===== src/rtl/fetch_pc_sequencer.sv =====
// fetch_pc_sequencer
//
// Fetch-stage PC and IF/ID register owner. It takes the hazard unit's
// pcSrc/bubbleSignal decisions and uses them to stall, redirect or advance
// the PC. It also assembles two-word instructions, where the second word is
// the immediate, before they are handed to decode.
//
// Optional build macro: FETCH_PERF_CNT_EN
//   When defined, this adds the saturating 16-bit counters stallCount,
//   redirectCount and flushCount, which all clear on rst.
//
// Ports:
//   clk, rst            clock; synchronous active-high reset
//   pcSrc               00 sequential, 01 load branchTarget, 10 stay, 11 = 00
//   bubbleSignal        stall fetch
//   branchTarget        redirect address
//   branchConditional   1 = conditional branch (also kills ID/EX), 0 = JMP
//   instrIn             instruction-memory word at instrAddr
//   instrIsTwoWord      predecode: next word is the immediate of instrIn
//   instrAddr           current PC (combinational from the PC register)
//   ifidInstr/Imm/Pc    IF/ID payload handed to decode
//   ifidValid           IF/ID holds a real instruction
//   flushIdEx           one-cycle pulse that kills the ID/EX instruction
module fetch_pc_sequencer #(
  parameter int                      PC_WIDTH     = 32,
  parameter int                      INSTR_WIDTH  = 16,
  parameter logic [PC_WIDTH-1:0]     RESET_VECTOR = '0,
  parameter logic [INSTR_WIDTH-1:0]  NOP_WORD     = '0
) (
  input  logic                   clk,
  input  logic                   rst,
  input  logic [1:0]             pcSrc,
  input  logic                   bubbleSignal,
  input  logic [PC_WIDTH-1:0]    branchTarget,
  input  logic                   branchConditional,
  input  logic [INSTR_WIDTH-1:0] instrIn,
  input  logic                   instrIsTwoWord,
  output logic [PC_WIDTH-1:0]    instrAddr,
  output logic [INSTR_WIDTH-1:0] ifidInstr,
  output logic [INSTR_WIDTH-1:0] ifidImm,
  output logic [PC_WIDTH-1:0]    ifidPc,
  output logic                   ifidValid,
  output logic                   flushIdEx
`ifdef FETCH_PERF_CNT_EN
  ,
  output logic [15:0]            stallCount,
  output logic [15:0]            redirectCount,
  output logic [15:0]            flushCount
`endif
);

  typedef enum logic {RUN = 1'b0, FETCH_IMM = 1'b1} state_t;

  state_t                 state_q, state_d;
  logic [PC_WIDTH-1:0]    pc_q, pc_d;
  logic [INSTR_WIDTH-1:0] ifid_instr_q, ifid_instr_d;
  logic [INSTR_WIDTH-1:0] ifid_imm_q, ifid_imm_d;
  logic [PC_WIDTH-1:0]    ifid_pc_q, ifid_pc_d;
  logic                   ifid_valid_q, ifid_valid_d;
  logic                   flush_q, flush_d;
  logic [INSTR_WIDTH-1:0] held_word_q, held_word_d;
  logic [PC_WIDTH-1:0]    held_pc_q, held_pc_d;

  logic stall;
  logic redirect;
  logic [PC_WIDTH-1:0] pc_inc;

  // A stall outranks a redirect. A redirect that arrives during a bubble is
  // therefore dropped here; the hazard unit re-presents it afterwards.
  assign stall    = bubbleSignal || (pcSrc == 2'b10);
  assign redirect = (pcSrc == 2'b01);
  // The PC wraps silently.
  assign pc_inc   = pc_q + PC_WIDTH'(1);

  always_comb begin
    state_d      = state_q;
    pc_d         = pc_q;
    ifid_instr_d = ifid_instr_q;
    ifid_imm_d   = ifid_imm_q;
    ifid_pc_d    = ifid_pc_q;
    ifid_valid_d = ifid_valid_q;
    held_word_d  = held_word_q;
    held_pc_d    = held_pc_q;
    flush_d      = 1'b0;

    if (stall) begin
      // Everything holds, including a half-assembled instruction.
    end else if (redirect) begin
      pc_d         = branchTarget;
      ifid_instr_d = NOP_WORD;
      ifid_valid_d = 1'b0;
      state_d      = RUN;
      flush_d      = branchConditional;
    end else begin
      pc_d = pc_inc;
      case (state_q)
        RUN: begin
          if (instrIsTwoWord) begin
            held_word_d  = instrIn;
            held_pc_d    = pc_q;
            ifid_valid_d = 1'b0;
            state_d      = FETCH_IMM;
          end else begin
            ifid_instr_d = instrIn;
            ifid_pc_d    = pc_q;
            ifid_valid_d = 1'b1;
          end
        end
        FETCH_IMM: begin
          // The current word is the immediate. Its predecode bit is meaningless.
          ifid_instr_d = held_word_q;
          ifid_imm_d   = instrIn;
          ifid_pc_d    = held_pc_q;
          ifid_valid_d = 1'b1;
          state_d      = RUN;
        end
        default: state_d = RUN;
      endcase
    end
  end

  always_ff @(posedge clk) begin
    if (rst) begin
      state_q      <= RUN;
      pc_q         <= RESET_VECTOR;
      ifid_instr_q <= NOP_WORD;
      ifid_imm_q   <= '0;
      ifid_pc_q    <= '0;
      ifid_valid_q <= 1'b0;
      flush_q      <= 1'b0;
      held_word_q  <= '0;
      held_pc_q    <= '0;
    end else begin
      state_q      <= state_d;
      pc_q         <= pc_d;
      ifid_instr_q <= ifid_instr_d;
      ifid_imm_q   <= ifid_imm_d;
      ifid_pc_q    <= ifid_pc_d;
      ifid_valid_q <= ifid_valid_d;
      flush_q      <= flush_d;
      held_word_q  <= held_word_d;
      held_pc_q    <= held_pc_d;
    end
  end

  assign instrAddr = pc_q;
  assign ifidInstr = ifid_instr_q;
  assign ifidImm   = ifid_imm_q;
  assign ifidPc    = ifid_pc_q;
  assign ifidValid = ifid_valid_q;
  assign flushIdEx = flush_q;

`ifdef FETCH_PERF_CNT_EN
  function automatic logic [15:0] sat_inc(input logic [15:0] v);
    return (v == 16'hFFFF) ? v : v + 16'd1;
  endfunction

  logic [15:0] stall_cnt_q, stall_cnt_d;
  logic [15:0] redir_cnt_q, redir_cnt_d;
  logic [15:0] flush_cnt_q, flush_cnt_d;

  always_comb begin
    stall_cnt_d = stall_cnt_q;
    redir_cnt_d = redir_cnt_q;
    flush_cnt_d = flush_cnt_q;
    if (stall)               stall_cnt_d = sat_inc(stall_cnt_q);
    if (!stall && redirect)  redir_cnt_d = sat_inc(redir_cnt_q);
    // Counted as each pulse is issued; every pulse lasts exactly one cycle.
    if (flush_d)             flush_cnt_d = sat_inc(flush_cnt_q);
  end

  always_ff @(posedge clk) begin
    if (rst) begin
      stall_cnt_q <= '0;
      redir_cnt_q <= '0;
      flush_cnt_q <= '0;
    end else begin
      stall_cnt_q <= stall_cnt_d;
      redir_cnt_q <= redir_cnt_d;
      flush_cnt_q <= flush_cnt_d;
    end
  end

  assign stallCount    = stall_cnt_q;
  assign redirectCount = redir_cnt_q;
  assign flushCount    = flush_cnt_q;
`endif

endmodule

===== config.mk =====
export PLATFORM = sky130hd
export DESIGN_NAME = fetch_pc_sequencer
export DESIGN_NICKNAME = d
export VERILOG_FILES = /design/src/rtl/fetch_pc_sequencer.sv
export SDC_FILE = /design/constraint.sdc
export NUM_CORES = 1
export LEC_CHECK = 0
export ABC_AREA = 1
export ABC_CLOCK_PERIOD_IN_PS = 4490
export CAP_MARGIN = 30
export CELL_PAD_IN_SITES_DETAIL_PLACEMENT = 2
export CELL_PAD_IN_SITES_GLOBAL_PLACEMENT = 2
export CORE_MARGIN = 2
export CORE_UTILIZATION = 37
export CTS_BUF_LIST = sky130_fd_sc_hd__clkbuf_4 sky130_fd_sc_hd__clkbuf_8 sky130_fd_sc_hd__clkbuf_16
export CTS_CLUSTER_SIZE = 28
export DETAILED_ROUTE_END_ITERATION = 10
export DONT_BUFFER_PORTS = 1
export PLACE_DENSITY = 0.82
export SYNTH_ARGS = -nofsm -noshare
export SYNTH_HDL_FRONTEND = slang
export SYNTH_SLANG_ARGS = --single-unit

===== constraint.sdc =====
create_clock -name clk -period 4.49 [get_ports clk]
set_clock_uncertainty 0.05 [all_clocks]
set_input_delay 0.449 -clock clk [delete_from_list [all_inputs] [get_ports clk]]
set_output_delay 0.449 -clock clk [all_outputs]
set_load 0.02 [all_outputs]

==> metrics, run 1 <==
Max H-tree Level 4; Die W 137 µm; post-synthesis adder-cell area fraction 0.00190; Worst path max stage delay 0.53 ns; Via Count 6452; ratio of final minimum period to clock period 0.640; Fill cells 2029; DRT iter0 DRCs 296; Total Nets Final 953; gr usage total 0.270; Rel. slew slack 0.419; clk slew on worst S/H paths 0.07 ns; FF-to-FF End held_pc_q[3]; Initial Utilization 0.379; CTS Buf Count 17; DRC 0; Hold-fix buffers, CTS 0; FP Rows 48; Final min period 2.87 ns; Setup Crit Path Kind register to register; TritonRoute pass-1 iters 4; mux contribution to synthesized area 0.0243; hold depth 1; area growth from synthesis to layout 9.75%; drt via density 5.68; Crit. End Element register; Post-Syn Area 6590 µm²; first-pass GRT wire length 38900 µm; P per Cell Area 448 nW/µm²; Routed WL 24700 µm; unrepaired setup endpoints after global routing false; dpl hpwl 16500 µm; core area 17400 µm²; worst flop-to-flop path startpoint state_q; CTS tree yes; Cell variety after synth 31; die height 137 µm; crit-path cells inv_2, nand2_2, nor2_2, nand2_2, inv_2, buf_12, o21ai_0, a21oi_1; post-synthesis compound-gate area fraction 0.196; worst skew pair latency 0.45 ns; Synth Area in XOR/XNOR 0.00665; sequential share of the synthesized area 0.447; R2R Setup Slk 1.62 ns; Resized cells post-CTS 0; clk root buf clkbuf_16; MaxCap Viol Count 0; RD Place Congestion 0.852; Req. time, crit path 4.81 ns; worst r2r path cells 8; pin count of the biggest net entering global routing 65; CP Launch Type register; DIE AREA 18900 µm²; vias in the first global route 7157; remaining global-route overflow 0; # diodes 0; Post-Synthesis Cells 929; Yosys Warn Count 0; worst slew pin tran 0.872 ns; leak pwr 0.00253 µW; layout cells sized above 1 0.0692; Synth Register Bits 147; Hold WC Path Type input pin to register; routed len/inst 21.7 µm; CP max stage cell inv_2; Finished Cell Area 7230 µm²; hold worst-path end instrAddr[29]; placed cell areas 6660 µm²; max-slew violation count 0; io pins 153; status finished clean; Max Fclk 0.348 GHz; Port-buffer cells 0; Worst Path Arrival 3.20 ns; count of final setup violators 0; syn_nets 985; Syn Area/Cell 7.09 µm²; post-CTS setup buffers 0; initial antenna violation count 0; Simple-Gate Fraction of Synth Area 0.250; DRT antenna net count 0; main combinational cell family by area after synthesis simple AND/OR/NAND/NOR gates; Fin Setup TNS 0 ns; CP Max Fanout 43; clk sink count 147; Hold Fails Final Rpt 0; hold path start rst; Max IR drop VDD 0.000292 V; Longest Clk Path Bufs 2
## synth_stat cells, drive strengths merged
master,count,area [µm²]
a211oi,1,7.51
a21oi,61,317
a221oi,1,8.76
a31oi,32,200
buf,23,139
clkbuf,33,124
clkinv,1,8.76
dfxtp,147,2940
ha,1,12.5
inv,58,218
mux2i,16,160
nand2,251,957
nand3,29,145
nand3b,2,15.0
nor2,132,528
o211ai,4,30.0
o21ai,115,579
o311ai,1,8.76
o32ai,16,140
xnor2,3,26.3
xor2,2,17.5
## per-stage QoR
| step | instances | hold WS (ns) | setup slack [ns] | total power [µW] | utilization |
|---|---|---|---|---|---|
| 2_1_floorplan | 929 | 0.398 | 2.78 | 1750 | - |
| 3_3_place_gp | 1102 | 0.410 | 1.66 | 1810 | 0.382 |
| 3_5_place_dp | 1103 | 0.423 | 1.60 | 1840 | 0.383 |
| 4_1_cts | 1135 | 0.0139 | 1.61 | 3270 | 0.416 |
| 5_1_grt | 1135 | 0.0134 | 1.37 | 3370 | 0.416 |
| 6_report | 1135 | 0.0315 | 1.62 | 3240 | 0.416 |
## where the power goes
group / switching, µW / total, µW / leakage [µW] / internal (µW)
Combinational: 202 / 295 / 0.00106 / 92.6
Sequential: 144 / 1530 / 0.00120 / 1380
Clock: 644 / 1420 / 0.000263 / 775
## sequential cells by signal (all words and copies together) (netlist names)
signal and flops:
ifidImm 16, flushIdEx 1, instrAddr 32, state_q 1, held_word_q 16, ifidValid 1, ifidPc 32, held_pc_q 32
ifidInstr 16
## metal layers
metal	vias up	share of wire	global-route usage
li1	3006	-	-
met1	3233	0.40	0.291
met2	160	0.51	0.491
met3	53	0.059	0.0751
met4	0	0.028	0.119
met5	-	0	0
## kinds of logic after synthesis
logic type	after synthesis
fa+ha+maj	1
xor+xnor	5
buf+inv	115
compound gates	231
flops	147
mux	16
simple gates	414
## worst max-delay path: cells and delay by family (launching register included)
family                 cells  cell delay (ns)
buffers and inverters      3             1.36
and+or+nand+nor            3             0.71
AOI/OAI and AO/OA          2             0.33
DFF                        1             0.33
## worst max-delay path by stage
stage	startpoint	end	slack, ns	cells after the start
after global routing	state_q	held_pc_q[3]	1.37	8
after detailed placement	pcSrc[0]	ifidPc[0]	1.60	9
after global placement	state_q	held_pc_q[29]	1.66	7
after floorplan	instrAddr[1]	instrAddr[20]	2.78	10
final	state_q	held_pc_q[3]	1.62	8
after CTS	state_q	held_pc_q[3]	1.61	8
## cell type report
| type | count | area [µm²] | share of cell area |
|---|---|---|---|
| Timing Repair Buffer | 5 | 50.0 | 0.00693 |
| Clock buffer | 17 | 425 | 0.0589 |
| Sequential cell | 147 | 2940 | 0.407 |
| Tap cell | 225 | 282 | 0.0390 |
| Inverter | 59 | 226 | 0.0313 |
| Multi-Input combinational cell | 667 | 3150 | 0.436 |
| Clock inverter | 15 | 146 | 0.0203 |
## cells in the final DEF (no fill, tap or decap), types with 17 or more instances in the layout
| master | netlist | layout |
|---|---|---|
| nor2_1 | 123 | 123 |
| dfxtp_1 | 147 | 146 |
| clkbuf_16 | 0 | 17 |
| inv_1 | 50 | 49 |
| o21ai_0 | 82 | 82 |
| o21ai_1 | 32 | 32 |
| nand2_1 | 247 | 247 |
| a21oi_1 | 60 | 60 |
| a31oi_1 | 32 | 32 |
| nand3_1 | 29 | 29 |
(Power assumes the default switching activity.)
==> inputs of run 2 (changes only) <==
Settings changed: ABC_CLOCK_PERIOD_IN_PS 4490 to 2400, CORE_UTILIZATION 37 to 31, PLACE_DENSITY 0.82 to 0.73.
Clock period 4.49 ns to 2.4 ns, I/O delays scaled along.
==> metrics, run 2 (synthesized netlist as in run 1, its figures left out) <==
Rel. slew slack 0.504 (was 0.419); crit-path cells inv_2, nand2_2, nor2_2, nand2_2, inv_2, buf_4, o21ai_0, a21oi_1 (was inv_2, nand2_2, nor2_2, nand2_2, inv_2, buf_12, o21ai_0, a21oi_1); met3 Use GR 0.0628 (was 0.0751); Hold-fix buffers, CTS 31 (was 0); die height 150 µm (was 137 µm); CP max stage cell buf_4 (was inv_2); P per Cell Area 803 nW/µm² (was 448 nW/µm²); area growth from synthesis to layout 19.6% (was 9.75%); crit-path leading delay family buffers and inverters (unchanged); CP Max Fanout 49 (was 43); worst skew pair latency 0.44 ns (was 0.45 ns); Fin Setup TNS 0 ns (unchanged); TritonRoute pass-1 iters 5 (was 4); Via Count 6545 (was 6452); Fill cells 2520 (was 2029); busiest grt layer met2 (unchanged); dpl hpwl 16100 µm (was 16500 µm); Initial Utilization 0.314 (was 0.379); RD Place Congestion 0.769 (was 0.852); Routed WL 25100 µm (was 24700 µm); Finished Cell Area 7880 µm² (was 7230 µm²); Setup WS pre-CTS 0.268 ns (was 1.60 ns); Worst path max stage delay 0.53 ns (about the same); worst slew pin tran 0.744 ns (was 0.872 ns); Max H-tree Level 4 (unchanged); gr usage total 0.228 (was 0.270); Die W 150 µm (was 137 µm); # diodes 0 (unchanged); commonest cells after routing, fill and taps aside nand2_1, dfxtp_1, nor2_1 (unchanged); first-pass GRT wire length 39500 µm (was 38900 µm); critical path buffer and inverter count 3 (unchanged); Longest Clk Path Bufs 2 (unchanged); Worst Path Arrival 2.39 ns (was 3.20 ns); CP Launch Type register (unchanged); io pins 153 (unchanged); max-slew violation count 0 (unchanged); Setup WS post-layout 0.324 ns (was 1.62 ns); ratio of final minimum period to clock period 0.865 (was 0.640); clk sink count 147 (unchanged); Power, Total 6320 µW (was 3240 µW); placed cell areas 6940 µm² (was 6660 µm²); CTS tree yes (unchanged); leak pwr 0.00285 µW (was 0.00253 µW); hold depth 4 (was 1); GR Util met2 0.401 (was 0.491); Final min period 2.08 ns (was 2.87 ns); DIE AREA 22400 µm² (was 18900 µm²); clk slew on worst S/H paths 0.07 ns (about the same); DRT iter0 DRCs 158 (was 296); drt via density 5.25 (was 5.68); clk root buf clkbuf_16 (unchanged); Hold WC Path Type input pin to register (unchanged); status finished clean (unchanged); vias in the first global route 7073 (was 7157); post-CTS setup buffers 0 (unchanged); Resized cells post-CTS 0 (unchanged); met1 Usage GRT 0.271 (was 0.291); leading cell type in the layout, fill and taps excluded nand2_1 (unchanged); FP Rows 53 (was 48); worst r2r path cells 8 (unchanged); pin count of the biggest net entering global routing 69 (was 65); DRT antenna net count 0 (unchanged); Max Fclk 0.482 GHz (was 0.348 GHz); layout cells sized above 1 0.0968 (was 0.0692); Port-buffer cells 0 (unchanged); Setup Crit Path Kind register to register (unchanged); routed len/inst 20.1 µm (was 21.7 µm); final core occ 0.376 (was 0.416); Hold Fails Final Rpt 0 (unchanged); Crit. End Element register (unchanged); unrepaired setup endpoints after global routing false (unchanged); count of final setup violators 0 (unchanged); Max IR drop VDD 0.000456 V (was 0.000292 V); Total Nets Final 1014 (was 953); MaxCap Viol Count 0 (unchanged); core area 21000 µm² (was 17400 µm²); remaining global-route overflow 0 (unchanged); CTS Buf Count 17 (unchanged); initial antenna violation count 0 (unchanged); DRC 0 (unchanged); WP depth 8 (unchanged); Req. time, crit path 2.71 ns (was 4.81 ns)
run 2: final timing paths:
path                                  startpoint       endpoint  slack [ns]
worst min-delay path            branchTarget[28]  instrAddr[28]        0.02
worst min register to register      held_pc_q[1]      ifidPc[1]        0.43
worst max-delay path                     state_q  held_pc_q[10]        0.32
worst max register to register           state_q  held_pc_q[10]        0.32
run 2: where the power goes:
group	switching (µW)	internal, µW	total [µW]
Sequential	200	2580	2780
Clock	1240	1580	2820
Combinational	471	247	718
Total	1910	4410	6320
run 2: layer usage:
layer / wire [µm] / vias up
met2: 12400 / 151
met1: 10800 / 3239
met5: 0 / -
met4: 463 / 0
li1: - / 3127
met3: 1380 / 28
run 2: stage by stage:
step | instances | hold slack, ns
finish | 1246 | 0.0182
global route | 1246 | 0.0161
CTS | 1246 | 0.00306
detailed placement | 1183 | 0.277
global placement | 1183 | 0.270
floorplan | 929 | 0.335
run 2: final cells by class:
| class | count | area, µm² | area share |
|---|---|---|---|
| Inverter | 59 | 226 | 0.0288 |
| Clock inverter | 15 | 180 | 0.0229 |
| Tap cell | 275 | 344 | 0.0437 |
| Multi-Input combinational cell | 667 | 3150 | 0.400 |
| Sequential cell | 147 | 2940 | 0.374 |
| Timing Repair Buffer | 66 | 603 | 0.0766 |
| Clock buffer | 17 | 425 | 0.0540 |
run 2: tightest hold or removal path, cell delays in order:
cell and delay [ns]:
nand2_1 0.04, nand2_1 0.07, nand2_1 0.07, a21oi_1 0.05
==> edit 1, RTL diff (flow settings as in run 2) <==
The output `flushIdEx` loses its register stage (`flush_q` becomes a continuous assignment).
--- a/src/rtl/fetch_pc_sequencer.sv
+++ b/src/rtl/fetch_pc_sequencer.sv
@@ -127,7 +127,6 @@
       ifid_imm_q   <= '0;
       ifid_pc_q    <= '0;
       ifid_valid_q <= 1'b0;
-      flush_q      <= 1'b0;
       held_word_q  <= '0;
       held_pc_q    <= '0;
     end else begin
@@ -137,11 +136,12 @@
       ifid_imm_q   <= ifid_imm_d;
       ifid_pc_q    <= ifid_pc_d;
       ifid_valid_q <= ifid_valid_d;
-      flush_q      <= flush_d;
       held_word_q  <= held_word_d;
       held_pc_q    <= held_pc_d;
     end
   end
+
+  assign flush_q = flush_d;
 
   assign instrAddr = pc_q;
   assign ifidInstr = ifid_instr_q;
Behaviour: not the same (Yosys sat finds a counterexample within 4 cycles, from zero or initial values and one cycle with rst high).
==> edit 1 against run 2 <==
  * Via count is 0.29% higher
  * Critical path type unchanged
  * Power fell by 2.8%
  * Largest cell class unchanged
  * Largest power group is now sequential cells
  * Setup slack better by 0.0032 ns
  * Cell area shrank 1.0%
  * Synthesized area rose by 0.36%
  * Critical endpoint is now instrAddr[23]
  * Sequential cell count is 1 lower
  * Wire length rose by 1.0%
  * Synthesized cell count grew 1.8%
==> edit 1: results (changes against run 2) <==
| Metric | Value |
|---|---|
| Peak fanout along the critical path | 7 (was 49) |
| Met2 Usage GRT | 39.2% (was 40.1%) |
| Synth Net Count | 1,002 (was 985) |
| Slowest cell on crit path | dfxtp_1 (was buf_4) |
| Residual DRC | 0 (unchanged) |
| Routability-driven placement congestion ratio | 0.818 (was 0.769) |
| Slew headroom | 54.4% (was 50.4%) |
| Clock latency at the later pin of the worst-skew pair | 0.42 ns (was 0.44 ns) |
| Cell family with most CP delay | simple AND/OR/NAND/NOR gates (was buffers and inverters) |
| Worst VDD drop | 0.420 mV (was 0.456 mV) |
| Yosys cell types | 36 (was 31) |
| Pre-CTS setup slack | 0.344 ns (was 0.268 ns) |
| Drt pass-1 iters | 4 (was 5) |
| Syn Area/Cell | 6.99 sq um (was 7.09 sq um) |
| Met1 usage | 29.7% (was 27.1%) |
| Routed wire per std cell | 20.2 um (was 20.1 um) |
| Hpwl dp | 17,200 um (was 16,100 um) |
| Status | finished clean (unchanged) |
| # resized after CTS | 0 (unchanged) |
| Share of layout cells above drive strength 1 | 8.60% (was 9.68%) |
| Vias | 6,564 (was 6,545) |
| Post-synthesis sequential area ratio | 44.2% (was 44.7%) |
| HP Class | in -> reg (unchanged) |
| Vias in the first global route | 7,006 (was 7,073) |
| 1st-iter DRT viols | 297 (was 158) |
| Hold_buf cts | 21 (was 31) |
| Synth top area cells | dfxtp_1 (44%), nand2_1 (13%), nor2_1 (8.9%) (was dfxtp_1 (45%), nand2_1 (14%), nor2_1 (7.0%)) |
| GR Layer Usage met3 | 4.45% (was 6.28%) |
| DP Area | 0.00697 sq mm (was 0.00694 sq mm) |
| Placed Cells | 1,199 (was 1,183) |
| Largest net degree at the start of global routing | 65 (was 69) |
| Static Leak | 2.75 nW (was 2.85 nW) |
| Final non-filler cell total | 1,252 (was 1,246) |
| GRT Util Overall | 23.0% (was 22.8%) |
| First-pass GRT wire length | 40,000 um (was 39,500 um) |
| Max incr delay on CP | 0.65 ns (was 0.53 ns) |
| Post-synth top cells | nand2_1 (237), nor2_1 (156), dfxtp_1 (146) (was nand2_1 (247), dfxtp_1 (147), nor2_1 (123)) |
## edit 1: changes by cell type after synthesis, moves of 3 or more
| cell | delta |
|---|---|
| nor2_1 | +33 |
| nand2_1 | -10 |
| o21ai_0 | +10 |
| a21oi_1 | -4 |
| inv_2 | -4 |
| nor2_2 | -4 |
| o211ai_1 | -4 |
| o21ai_1 | -4 |
| o31ai_1 | +3 |
## edit 1: worst paths after layout
kind,from,end,slack [ns],cells past startpoint
worst max-delay path,instrAddr[11],instrAddr[23],0.33,8
worst min-delay path,branchTarget[25],instrAddr[25],0.02,4
worst max register to register,instrAddr[11],instrAddr[23],0.33,8
worst min register to register,held_pc_q[18],ifidPc[18],0.42,2
## edit 1: final cells by class
cell class	instances	area [sq um]
fillers	2507	13200
multi-input cells	687	3200
flip-flops and latches	146	2920
repair buffers	55	508
clock buffers	17	425
well taps	275	344
inverters	57	220
clock inverters	15	175
## edit 1: logic make-up (layout without fill, tap and decap cells)
| group | Yosys count | in the layout | synth area share [%] |
|---|---|---|---|
| xor+xnor | 1 | 1 | 0.133 |
| simple gates | 437 | 437 | 26.1 |
| buf+inv | 113 | 144 | 7.38 |
| compound gates | 232 | 232 | 19.6 |
| mux | 16 | 16 | 2.42 |
| fa+ha+maj | 1 | 1 | 0.189 |
| flops | 146 | 146 | 44.2 |
## edit 1: power breakdown
part / switching (mW) / internal [mW]
registers: 0.207 / 2.56
logic: 0.418 / 0.216
clock network: 1.18 / 1.57
total: 1.80 / 4.34
## edit 1: routing by layer
| layer | wire [um] | up-vias |
|---|---|---|
| li1 | - | 3174 |
| met1 | 11600 | 3234 |
| met2 | 12200 | 134 |
| met3 | 1130 | 22 |
| met4 | 376 | 0 |
| met5 | 0 | - |
==> edit 2, RTL diff (settings of run 2) <==
Made on the original files. `PC_WIDTH`: 32 -> 16.
--- a/src/rtl/fetch_pc_sequencer.sv
+++ b/src/rtl/fetch_pc_sequencer.sv
@@ -22,7 +22,7 @@
 //   ifidValid           IF/ID holds a real instruction
 //   flushIdEx           one-cycle pulse that kills the ID/EX instruction
 module fetch_pc_sequencer #(
-  parameter int                      PC_WIDTH     = 32,
+  parameter int                      PC_WIDTH     = 16,
   parameter int                      INSTR_WIDTH  = 16,
   parameter logic [PC_WIDTH-1:0]     RESET_VECTOR = '0,
   parameter logic [INSTR_WIDTH-1:0]  NOP_WORD     = '0
Ports: changed (resized branchTarget, ifidPc and instrAddr); port bits go from 153 to 105. No check against the original RTL was run, so the function may have changed too.
==> edit 2 against run 2 <==
  * Cell area decreased by 35%
  * Power decreased by 37%
  * Sequential cell count decreased by 48
  * Synthesized area decreased by 33%
  * Setup slack improved by 0.23 ns
  * Wire length decreased by 38%
  * Die area decreased by 32%
  * Critical path depth increased by 1
==> edit 2: results (changes against run 2) <==
| Metric | Value |
|---|---|
| Switching share of power | 27.6% (was 30.3%) |
| Status | finished clean (unchanged) |
| GRT Util Overall | 21.4% (was 22.8%) |
| Met1 usage | 24.1% (was 27.1%) |
| First-pass GRT wire length | 24,600 um (was 39,500 um) |
| Hold_buf cts | 19 (was 31) |
| Hold Startpoint | instrIn[4] (was branchTarget[28]) |
| Total Routed Length | 15,500 um (was 25,100 um) |
| # fillers | 1,650 (was 2,520) |
| Synth Net Count | 624 (was 985) |
| GR Layer Usage met3 | 6.41% (was 6.28%) |
| Synth top area cells | dfxtp_1 (45%), nor2_1 (9.8%), o21ai_0 (9.3%) (was dfxtp_1 (45%), nand2_1 (14%), nor2_1 (7.0%)) |
| Slew headroom | 59.9% (was 50.4%) |
| Hpwl dp | 10,300 um (was 16,100 um) |
| Hold path depth | 2 (was 4) |
| 1st-iter DRT viols | 242 (was 158) |
| Reg2Reg Depth | 9 (was 8) |
| Share of layout cells above drive strength 1 | 10.5% (was 9.68%) |
| Reg2reg start | instrAddr[1] (was state_q) |
| DP Area | 0.00455 sq mm (was 0.00694 sq mm) |
| Drt pass-1 iters | 4 (was 5) |
| NumNets Final | 633 (was 1,014) |
| Post-synthesis sequential area ratio | 45.1% (was 44.7%) |
| Clock latency at the later pin of the worst-skew pair | 0.36 ns (was 0.44 ns) |
| Vias in the first global route | 4,528 (was 7,073) |
-- edit 2: cell count changes after synthesis, sizes merged, moves of 3 or more --
cell,delta
a21oi,-24
a31oi,-32
buf,-7
clkbuf,-14
dfxtp,-48
inv,-29
nand2,-148
nand3,+4
nor2,-15
o211ai,-4
o21ai,-27
o31ai,+17
o32ai,-16
xnor2,-3
-- edit 2: worst max path at each step --
stage	from	cells past startpoint	slack, ns	endpoint
2_1_floorplan	instrAddr[1]	8	0.90	instrAddr[10]
3_3_place_gp	instrAddr[1]	8	0.70	instrAddr[10]
3_5_place_dp	instrAddr[1]	9	0.58	instrAddr[10]
4_1_cts	instrAddr[1]	9	0.54	instrAddr[10]
5_1_grt	instrAddr[1]	9	0.35	instrAddr[10]
6_report	instrAddr[1]	9	0.56	instrAddr[10]
-- edit 2: metrics by stage --
step / hold WS, ns / std cells / setup WS [ns] / utilization [%]
floorplan: 0.325 / 584 / 0.895 / -
global placement: 0.269 / 743 / 0.701 / 32.8
detailed placement: 0.269 / 743 / 0.584 / 32.8
CTS: 0.0216 / 778 / 0.544 / 36.7
global route: 0.0231 / 778 / 0.350 / 36.7
finish: 0.0323 / 778 / 0.556 / 36.7
-- edit 2: cell families (layout without fill, tap and decap cells) --
logic type / count (synthesis) / in the layout / share of synthesized area (%)
multiplexers: 16 / 16 / 3.64
AO/OA/AOI/OAI: 145 / 145 / 20.0
AND/OR/NAND/NOR: 255 / 255 / 23.6
flip-flops: 99 / 99 / 45.1
XOR/XNOR: 2 / 2 / 0.399
buffers and inverters: 66 / 80 / 6.95
adder cells (fa/ha/maj): 1 / 1 / 0.285
-- edit 2: area by class of cell --
cell class                      instances  area share (%)
Clock buffer                            9            4.42
Clock inverter                          7            2.43
Inverter                               31            2.31
Multi-Input combinational cell        419            41.3
Sequential cell                        99            38.9
Tap cell                              180            4.42
Timing Repair Buffer                   33            6.23
-- edit 2: power by group through the flow --
stage	clock (mW)	combinational (mW)	sequential, mW
2_1_floorplan	0	0.283	1.89
5_1_grt	1.83	0.471	1.88
4_1_cts	1.76	0.426	1.87
3_3_place_gp	0	0.355	1.90
6_report	1.72	0.417	1.87
3_5_place_dp	0	0.375	1.91
-- edit 2: routing by layer --
metal / up-vias / share of wire (%)
met5: - / 0
met4: 0 / 1.3
met3: 16 / 6.4
met2: 82 / 52
met1: 2040 / 40
li1: 1945 / -
-- edit 2: critical path: stages (launching register included) --
cell and delay, ns:
dfxtp_1 0.59, ha_1 0.28, nand3_1 0.13, inv_1 0.13, nand2_1 0.10, nor2_1 0.13, nand2_1 0.07, nand3_1 0.08
nand2_1 0.06, a21oi_1 0.15
